## src/rtl/nonce_scan.sv

```systemverilog
`default_nettype none
// +------------------------------------------------------------------------+
// | nonce_scan: scans NUM_NONCES hash words, reports the minimum and the   |
// | count below target. Optional summary write: NONCE_SCAN_WRITEBACK_EN.  |
// | Revision: 1.0                                                           |
// +------------------------------------------------------------------------+
module nonce_scan #(
    parameter int          NUM_NONCES     = 16,
    parameter logic [31:0] TARGET_DEFAULT = 32'h0000_FFFF
) (
    input  logic        clk,
    input  logic        reset_n,
    input  logic        start,
    input  logic [15:0] result_addr,
    input  logic [31:0] target,
    input  logic [31:0] mem_read_data,
    output logic        mem_clk,
    output logic        mem_we,
    output logic [15:0] mem_addr,
    output logic [31:0] mem_write_data,
    output logic        done,
    output logic        found,
    output logic [4:0]  best_nonce,
    output logic [31:0] best_hash,
    output logic [5:0]  match_count
);

    localparam logic [4:0] c_LAST_IDX = 5'(NUM_NONCES - 1);

`ifdef NONCE_SCAN_WRITEBACK_EN
    localparam logic [15:0] c_WB_OFFSET = 16'(NUM_NONCES);
    typedef enum logic [2:0] {
        IDLE  = 3'd0,
        ISSUE = 3'd1,
        DRAIN = 3'd2,
        WB    = 3'd3,
        DONE  = 3'd4
    } state_t;
`else
    typedef enum logic [2:0] {
        IDLE  = 3'd0,
        ISSUE = 3'd1,
        DRAIN = 3'd2,
        DONE  = 3'd4
    } state_t;
`endif

    state_t      state_q, state_d;
    logic [31:0] target_q, target_d;
    logic [15:0] base_q, base_d;
    logic [4:0]  issue_idx_q, issue_idx_d;
    logic        rd_valid_q, rd_valid_d;
    logic [4:0]  rd_idx_q, rd_idx_d;
    logic [15:0] mem_addr_q, mem_addr_d;
    logic        done_q, done_d;
    logic        found_q, found_d;
    logic [4:0]  best_nonce_q, best_nonce_d;
    logic [31:0] best_hash_q, best_hash_d;
    logic [5:0]  match_count_q, match_count_d;
`ifdef NONCE_SCAN_WRITEBACK_EN
    logic        mem_we_q, mem_we_d;
    logic [31:0] mem_write_data_q, mem_write_data_d;
`endif

    always_comb begin
        state_d       = state_q;
        target_d      = target_q;
        base_d        = base_q;
        issue_idx_d   = issue_idx_q;
        rd_valid_d    = 1'b0;
        rd_idx_d      = issue_idx_q;
        mem_addr_d    = mem_addr_q;
        done_d        = 1'b0;
        found_d       = found_q;
        best_nonce_d  = best_nonce_q;
        best_hash_d   = best_hash_q;
        match_count_d = match_count_q;
`ifdef NONCE_SCAN_WRITEBACK_EN
        mem_we_d         = 1'b0;
        mem_write_data_d = mem_write_data_q;
`endif

        // Data for the address issued last cycle is on mem_read_data now.
        if (rd_valid_q) begin
            if (mem_read_data < target_q) begin
                match_count_d = match_count_q + 6'd1;
                found_d       = 1'b1;
            end
            if (mem_read_data < best_hash_q) begin
                best_hash_d  = mem_read_data;
                best_nonce_d = rd_idx_q;
            end
        end

        case (state_q)
            IDLE: begin
                if (start) begin
                    target_d      = target;
                    base_d        = result_addr;
                    found_d       = 1'b0;
                    match_count_d = 6'd0;
                    best_hash_d   = 32'hFFFF_FFFF;
                    best_nonce_d  = 5'd0;
                    issue_idx_d   = 5'd0;
                    mem_addr_d    = result_addr;
                    state_d       = ISSUE;
                end
            end
            ISSUE: begin
                rd_valid_d = 1'b1;
                if (issue_idx_q == c_LAST_IDX) begin
                    state_d = DRAIN;
                end else begin
                    issue_idx_d = issue_idx_q + 5'd1;
                    mem_addr_d  = base_q + 16'(issue_idx_q) + 16'd1;
                end
            end
            DRAIN: begin
`ifdef NONCE_SCAN_WRITEBACK_EN
                // The last compare lands this cycle, so pack the _d values.
                state_d          = WB;
                mem_we_d         = 1'b1;
                mem_addr_d       = base_q + c_WB_OFFSET;
                mem_write_data_d = {found_d, 10'b0, best_nonce_d, 10'b0, match_count_d};
`else
                state_d = DONE;
                done_d  = 1'b1;
`endif
            end
`ifdef NONCE_SCAN_WRITEBACK_EN
            WB: begin
                state_d = DONE;
                done_d  = 1'b1;
            end
`endif
            DONE:    state_d = IDLE;
            default: state_d = IDLE;
        endcase
    end

    always_ff @(posedge clk or negedge reset_n) begin
        if (!reset_n) begin
            state_q       <= IDLE;
            target_q      <= TARGET_DEFAULT;
            base_q        <= 16'd0;
            issue_idx_q   <= 5'd0;
            rd_valid_q    <= 1'b0;
            rd_idx_q      <= 5'd0;
            mem_addr_q    <= 16'd0;
            done_q        <= 1'b0;
            found_q       <= 1'b0;
            best_nonce_q  <= 5'd0;
            best_hash_q   <= 32'hFFFF_FFFF;
            match_count_q <= 6'd0;
`ifdef NONCE_SCAN_WRITEBACK_EN
            mem_we_q         <= 1'b0;
            mem_write_data_q <= 32'd0;
`endif
        end else begin
            state_q       <= state_d;
            target_q      <= target_d;
            base_q        <= base_d;
            issue_idx_q   <= issue_idx_d;
            rd_valid_q    <= rd_valid_d;
            rd_idx_q      <= rd_idx_d;
            mem_addr_q    <= mem_addr_d;
            done_q        <= done_d;
            found_q       <= found_d;
            best_nonce_q  <= best_nonce_d;
            best_hash_q   <= best_hash_d;
            match_count_q <= match_count_d;
`ifdef NONCE_SCAN_WRITEBACK_EN
            mem_we_q         <= mem_we_d;
            mem_write_data_q <= mem_write_data_d;
`endif
        end
    end

    assign mem_clk     = clk;
    assign mem_addr    = mem_addr_q;
    assign done        = done_q;
    assign found       = found_q;
    assign best_nonce  = best_nonce_q;
    assign best_hash   = best_hash_q;
    assign match_count = match_count_q;
`ifdef NONCE_SCAN_WRITEBACK_EN
    assign mem_we         = mem_we_q;
    assign mem_write_data = mem_write_data_q;
`else
    assign mem_we         = 1'b0;
    assign mem_write_data = 32'd0;
`endif

endmodule
`default_nettype wire

```

## config.mk

```make
export PLATFORM = sky130hd
export DESIGN_NAME = nonce_scan
export DESIGN_NICKNAME = d
export VERILOG_FILES = /design/src/rtl/nonce_scan.sv
export SDC_FILE = /design/constraint.sdc
export NUM_CORES = 1
export LEC_CHECK = 0
export ABC_AREA = 1
export BUFFER_PORTS_ARGS = -buffer_cell sky130_fd_sc_hd__buf_2
export CAP_MARGIN = 25
export CORE_ASPECT_RATIO = 1.25
export CORE_MARGIN = 2
export CORE_UTILIZATION = 48
export CTS_CLUSTER_DIAMETER = 80
export DETAILED_ROUTE_END_ITERATION = 16
export PLACE_DENSITY = 0.79
export SLEW_MARGIN = 20
export SYNTH_ARGS = -nofsm -noshare
export SYNTH_HDL_FRONTEND = slang
export SYNTH_SLANG_ARGS = --single-unit
```

## constraint.sdc

```tcl
create_clock -name clk -period 1.8 [get_ports clk]
set_input_delay 0.45 -clock clk [delete_from_list [all_inputs] [get_ports clk]]
set_output_delay 0.45 -clock clk [all_outputs]
set_load 0.005 [all_outputs]
```

Yosys cells after proc, flatten, opt, wreduce, memory -nomap -nowiden
Index checks and enable logic that the tools add are counted.
{"block": "op_classes", "n_addsub": 4, "n_mul": 0, "div_mod_pow": 0, "order_cmp": 2, "eq_ne": 6, "shifts": 0, "muxes": 27, "bitwise": 0, "reduce_logical": 5}
{"op": "32-bit 2-to-1 mux", "count": 4}
{"op": "32-bit less-than comparator", "count": 2}
{"op": "16-bit 2-to-1 mux", "count": 2}
{"op": "16-bit case mux with 2 select lines", "count": 1}
{"op": "5-bit 2-to-1 mux", "count": 6}
{"op": "6-bit 2-to-1 mux", "count": 4}
{"op": "16-bit by 1-bit adder with 16-bit output, second input constant", "count": 1}
{"op": "16-bit by 5-bit adder with 16-bit output", "count": 1}
{"op": "5-bit case mux with 2 select lines", "count": 1}
{"op": "3-bit case mux with 3 select lines", "count": 1}
{"op": "6-bit by 1-bit adder with 6-bit output, second input constant", "count": 1}
{"op": "1-bit 2-to-1 mux", "count": 6}
{"op": "3-bit 2-to-1 mux", "count": 2}
{"op": "2-bit inequality test, second input constant", "count": 3}
{"op": "5-bit by 1-bit adder with 5-bit output, second input constant", "count": 1}
{"op": "5-bit by 4-bit equality test with 1-bit output, second input constant", "count": 1}
{"op": "2-bit AND reduction", "count": 2}
{"op": "3-bit by 1-bit equality test with 1-bit output, second input constant", "count": 1}
{"op": "3-bit by 2-bit equality test with 1-bit output, second input constant", "count": 1}
{"op": "3-bit zero test", "count": 1}
{"op": "3-bit AND reduction", "count": 1}
{"op": "2-bit nonzero test", "count": 1}
{"block": "word_totals", "register_bits": 123, "latchBits": 0, "ramBits": 0, "rom_bits": 0, "mem_count": 0}

Depth between registers and ports, before layout
Gate-level depths: netlist (run 1).
{"block": "logic_depth", "ltp_word": 5, "mapped_depth": 16, "depth_no_buf": 15}

==> results of run 1 <==
==> sequential cells by signal, indices dropped and copies added, names as in the netlist <==
name / cells
mem_addr: 16
issue_idx_q: 5
found: 1
state_q: 3
best_hash: 32
rd_valid_q: 1
target_q: 32
best_nonce: 5
match_count: 6
done: 1
base_q: 16
rd_idx_q: 5
==> layout by cell type (no fill, tap or decap), drive strengths merged, types with 5 or more instances in the layout <==
| cell type | instances |
|---|---|
| buf | 260 |
| nand2 | 226 |
| inv | 123 |
| nand3 | 90 |
| dfrtp | 75 |
| o21ai | 74 |
| ha | 70 |
| nor2 | 49 |
| dfstp | 48 |
| a21oi | 45 |
| conb | 33 |
| clkbuf | 22 |
| nand4 | 15 |
| nor3 | 5 |
==> cell type report <==
cell class              instances  area (µm²)  area share [%]
multi-input cells             627        4310            40.0
flip-flops and latches        123        3140            29.1
repair buffers                260        1910            17.7
clock buffers                  23         533            4.94
inverters                     122         468            4.34
well taps                     182         228            2.11
clock inverters                13         190            1.76
==> worst max-delay path, delay by kind of cell (launching register included) <==
kind,cells,cell delay [ns]
AOI/OAI and AO/OA,1,0.13
adders and majority gates,1,0.21
and+or+nand+nor,9,0.79
DFF,1,0.54
buffers and inverters,3,0.32
==> per-layer routing <==
| metal | wire [µm] | vias up |
|---|---|---|
| met4 | 727 | 2 |
| met1 | 8130 | 3322 |
| met5 | 12 | - |
| li1 | - | 3369 |
| met3 | 989 | 54 |
| met2 | 11300 | 228 |
==> what timing repair did <==
item,4_1_cts,5_1_grt
pin swaps,59,45
setup endpoints to repair,62,66
gates resized for setup,125,97
endpoints found under the hold margin,19,0
cloned,5,0
buffers inserted,18,8
hold buffers,1,0
==> where the power goes <==
group          switching (mW)  total (mW)  leakage, nW  internal, mW
sequential              0.804        5.34         1.42          4.54
combinational            6.02        11.7         3.72          5.65
clock                    1.37        4.07        0.343          2.70
total                    8.19        21.1         5.49          12.9
==> per-stage QoR <==
stage / worst slack [ns] / power, mW / cells
detailed placement: -0.391 / 13.9 / 1285
CTS: -0.227 / 19.9 / 1344
floorplan: -0.0412 / 10.4 / 936
global route: -0.387 / 22.6 / 1350
global placement: -0.365 / 13.5 / 1285
finish: -0.306 / 21.1 / 1350
==> cell families after synthesis <==
logic type	after synthesis
AND/OR/NAND/NOR	388
buffers and inverters	187
AO/OA/AOI/OAI	129
flip-flops	123
adder cells (fa/ha/maj)	71
XOR/XNOR	5
other	1
==> worst max path at each step <==
stage,from,end
after floorplan,best_hash[31],best_nonce[0]
after global placement,mem_read_data[23],match_count[1]
after detailed placement,mem_read_data[23],match_count[0]
after CTS,best_hash[19],best_hash[4]
after global routing,best_hash[27],best_hash[27]
final,best_hash[21],best_hash[13]
==> reports/results.tsv, run 1 <==
stage	metric	value	unit
floorplanning	core.rowCount	50	
critical_path	regToRegSetupSlack	-0.31	ns
synth	ys_ff_latch	123	
critical_path	reg2regPathDepth	14	
sta	tightest_slew	0.546	ns
drt	wl	21.2	mm
sta	finalCriticalPeriod	2.11	ns
place	place_congestion	0.845	
critical_path	required	2.25	ns
synth	netlist.area_leader.share	25.5	%
global_routing	grt_pass1_wl	32.9	mm
critical_path	cp-end-kind	flop	
floorplanning	fp.dieW	115	µm
synth	synth_compound_area_share	9.27	%
global_routing	grt_busiest_layer	met2	
finish	finalNetCount	1309	
synth	netlist_area	7370	µm²
drt	drt-initial-drc-count	461	
outcome	status	finished, violations left	
place	io_buffers	144	
synth	synthCells	904	
finish	fillers	1086	
outcome	violations	negative setup slack	
sta	fmaxAchievable	475	MHz
drt	wl_per_cell	15.7	µm
critical_path	critPathLaunchType	flop	
finish	layout-drive-gt1-share	44.3	%
sta	fin_ws	-0.306	ns
synth	postSynthAreaPerCell	8.15	µm²
synth	synth_xor_area_share	0.594	%
drt	drc	0	
sta	rsz0062_at_grt	true	
hold_path	worstHoldPathCells	3	
finish	fin_area	10800	µm²
clock_network	clk_latency	0.54	ns
floorplanning	initial_core_util	49.1	%
synth	async_flop_share	100	%
critical_path	slowest_stage	dfstp_2	
pwr	vdd_ir_drop_max	1.02	mV
synth	synth_flop_cell	dfrtp_1	
critical_path	r2r_end	best_hash[13]	
global_routing	antenna_found_initial	1	
floorplanning	dieHeight	143	µm
synth	synth-simple-area-share	23.1	%
global_routing	gr-usage-met1	28.6	%
synth	synthAdderAreaFrac	12.2	%
sta	final-setup-viol-count	54	
critical_path	cp_cell_sequence	inv_2 > ha_4 > a21oi_2 > nor2_1 > nor2_1 > nand3_2 > nand2_2 > nand2_4 > nor2_8 > buf_12 > nand2_8 > buf_12 > nand2_1 > nand3_1	
critical_path	setup.worst_path.class	reg -> reg	
hold_path	hp-start	target[0]	
pwr	power.leakage	5.49	nW
synth	synthMuxAreaShare	0	%
global_routing	overflow	0	
pwr	power_density	1950	nW/µm²
sta	drv_slew	0	
finish	utilization	71.8	%
floorplanning	fp.coreArea	15000	µm²
synth	yosysMostFrequentCell	nand2_1	
synth	synth_top_family_by_area	simple AND/OR/NAND/NOR gates	
floorplanning	die_area	16400	µm²
drt	vias_per_cell	5.17	
critical_path	crit_fanout	13	
drt	drtPass1Iterations	5	
critical_path	critPathArrivalTime	2.55	ns
synth	seq_area_frac_synth	42.6	%
job	cap_violations	0	
finish	synthToLayoutAreaGrowth	46.3	%
sta	holdWs	0.116	ns
synth	yosys.area.top_type	dfrtp_1	
sta	finClkSkew	0.00951	ns
global_routing	grt_max_degree	50	
hold_path	hp-class	in -> reg	
critical_path	rr_startpoint	best_hash[21]	
synth	yosys-top-cells-count	nand2_1, inv_1, nand3_1	
clock_network	cts_tree	built	
synth	synth_edf_count	0	
drt	vias	6975	
drt	antenna_left	0	
synth	netlist-cell-type-count	40	
hold_path	hold_end	target_q[0]	
global_routing	grt_use_total	26.1	%
sta	tns	-11.55	ns
global_routing	met2_usage	46.1	%
sta	final_hold_viol_count	0	
clock_network	path_clk_slew	0.06	ns
global_routing	grt_pass1_vias	7012	
place	place_area	8810	µm²
finish	antenna_cells	0	
sta	period_share	117	%
global_routing	grt_util_met3	6.56	%
place	hpwl	13.6	mm
synth	yosysWarnings	0	
synth	synth_area_leaders	dfrtp_1, dfstp_2, ha_1, nand2_1, nand3_1	
floorplanning	io_pins	178	
sta	relSlewSlack	63.3	%
critical_path	max_stage_delay	0.54	ns
Power figures use the tool's default switching activity.
==> run 2: changes to the inputs <==
--- a/config.mk
+++ b/config.mk
@@ -8,7 +8,6 @@
 export ABC_AREA = 1
 export BUFFER_PORTS_ARGS = -buffer_cell sky130_fd_sc_hd__buf_2
 export CAP_MARGIN = 25
-export CORE_ASPECT_RATIO = 1.25
 export CORE_MARGIN = 2
 export CORE_UTILIZATION = 48
 export CTS_CLUSTER_DIAMETER = 80
==> run 2 against run 1 <==
The flow still finishes with violations (negative setup slack). Combinational power is essentially flat. Cell area decreased by 1.2%. Power down 1.4%. Highest routed layer unchanged. Clock-buffer cell count shrank 2. Critical path type unchanged.
==> reports/results.tsv, run 2 (same netlist as run 1, synthesis figures left out) <==
stage	metric	value	unit
global_routing	grt_pass1_wl	33.7	mm
drt	vias	7184	
critical_path	slowest_stage	dfstp_2	
floorplanning	core.rowCount	45	
finish	fin_area	10600	µm²
pwr	vdd_ir_drop_max	1.04	mV
drt	drc	0	
sta	finalCriticalPeriod	2.19	ns
sta	tightest_slew	0.551	ns
finish	synthToLayoutAreaGrowth	44.5	%
drt	drt-initial-drc-count	441	
global_routing	grt_max_degree	57	
sta	final_hold_viol_count	0	
outcome	violations	negative setup slack	
sta	period_share	122	%
clock_network	cts_tree	built	
drt	wl_per_cell	16.7	µm
sta	fin_ws	-0.387	ns
pwr	power.leakage	5.46	nW
finish	layout_commonest_cell	nand2_1	
place	hpwl	14.0	mm
global_routing	overflow	0	
sta	holdWs	0.111	ns
sta	fmaxAchievable	457	MHz
floorplanning	initial_core_util	48.8	%
sta	relSlewSlack	63.0	%
drt	drtPass1Iterations	5	
floorplanning	fp.dieW	128	µm
sta	drv_slew	0	
critical_path	max_stage_delay	0.53	ns
sta	rsz0062_at_grt	true	
critical_path	setup.worst_path.class	reg -> reg	
sta	final-setup-viol-count	50	
floorplanning	dieHeight	128	µm
floorplanning	io_pins	178	
global_routing	grt_pass1_vias	7154	
place	io_buffers	144	
pwr	power_density	1950	nW/µm²
global_routing	grt_use_total	26.4	%
outcome	status	finished, violations left	
floorplanning	fp.coreArea	15100	µm²
sta	finClkSkew	0.00908	ns
clock_network	path_clk_slew	0.06	ns
critical_path	critPathLaunchType	flop	
critical_path	crit_fanout	7	
critical_path	cp_cell_sequence	inv_1 > ha_1 > a21oi_1 > o21ai_1 > a21oi_2 > nand2_4 > nor2_8 > nand2_4 > buf_12 > buf_16 > nand2_2 > nand3_2	
job	cap_violations	0	
place	place_area	8770	µm²
sta	tns	-14.08	ns
finish	most-common-layout-cells	nand2_1, buf_2, inv_1, buf_4, dfrtp_1	
finish	finalNetCount	1303	
hold_path	hp-class	in -> reg	
global_routing	antenna_found_initial	2	
drt	wl	22.6	mm
critical_path	cp-end-kind	flop	
finish	multi_input_area	4310	µm²
clock_network	clk_latency	0.54	ns
finish	layout-drive-gt1-share	44.3	%
critical_path	critPathArrivalTime	2.63	ns
floorplanning	die_area	16400	µm²
drt	antenna_left	0	
critical_path	required	2.25	ns
critical_path	crit_path_frequent_cell	nand2_4	
drt	vias_per_cell	5.32	
place	place_congestion	0.831	
finish	fillers	1097	
finish	regArea	3140	µm²
## run 2: repair_timing
action                     CTS  global route
hold endpoints to repair     7             0
pin swaps                   25            36
setup endpoints to repair   62            64
resized for setup          114            98
gates cloned                 4             4
buffers inserted            11             7
hold buffers                 1             0
## run 2: final cells by class
cell class / instances / area share (%)
Antenna cell: 1 / 0.0235
Clock buffer: 21 / 4.75
Clock inverter: 15 / 1.21
Inverter: 122 / 4.42
Multi-Input combinational cell: 627 / 40.5
Sequential cell: 123 / 29.5
Tap cell: 188 / 2.21
Timing Repair Buffer: 254 / 17.4
## run 2: path summary, 6_finish.rpt
check,startpoint,to,slack (ns),depth (start not counted)
worst max-delay path,best_hash[29],best_hash[15],-0.39,12
worst min-delay path,target[0],target_q[0],0.11,3
worst max register to register,best_hash[29],best_hash[15],-0.39,12
worst min register to register,state_q[2],state_q[2],0.45,1
max in group asynchronous,reset_n,best_hash[29],0.75,3
min in group asynchronous,reset_n,target_q[21],0.43,2
## run 2: through the flow
stage	power (mW)	util, %	setup slack (ns)	instances
after detailed placement	13.8	58.1	-0.428	1288
after floorplan	10.4	-	-0.0412	936
after CTS	19.1	66.9	-0.244	1339
final	20.8	70.6	-0.387	1351
after global routing	22.2	70.6	-0.478	1351
after global placement	13.4	58.1	-0.335	1288
## run 2: layer usage
| metal | up-vias | share of wire (%) | global-route usage [%] | routed length, µm |
|---|---|---|---|---|
| li1 | 3370 | - | - | - |
| met2 | 315 | 51 | 46.1 | 11500 |
| met5 | - | 0.057 | 0 | 13 |
| met4 | 2 | 3.7 | 13.3 | 839 |
| met3 | 82 | 6.8 | 6.97 | 1550 |
| met1 | 3415 | 38 | 29.9 | 8690 |
## run 2: critical path, delay by kind of cell, from the launching register on
family | cells | cell delay (ns)
AOI/OAI and AO/OA | 3 | 0.49
DFF | 1 | 0.53
buffers and inverters | 3 | 0.33
adders and majority gates | 1 | 0.30
and+or+nand+nor | 5 | 0.44
## run 2: power by group
part           internal [mW]  switching (mW)
registers               4.54           0.830
logic                   5.59            6.25
clock network           2.18            1.37
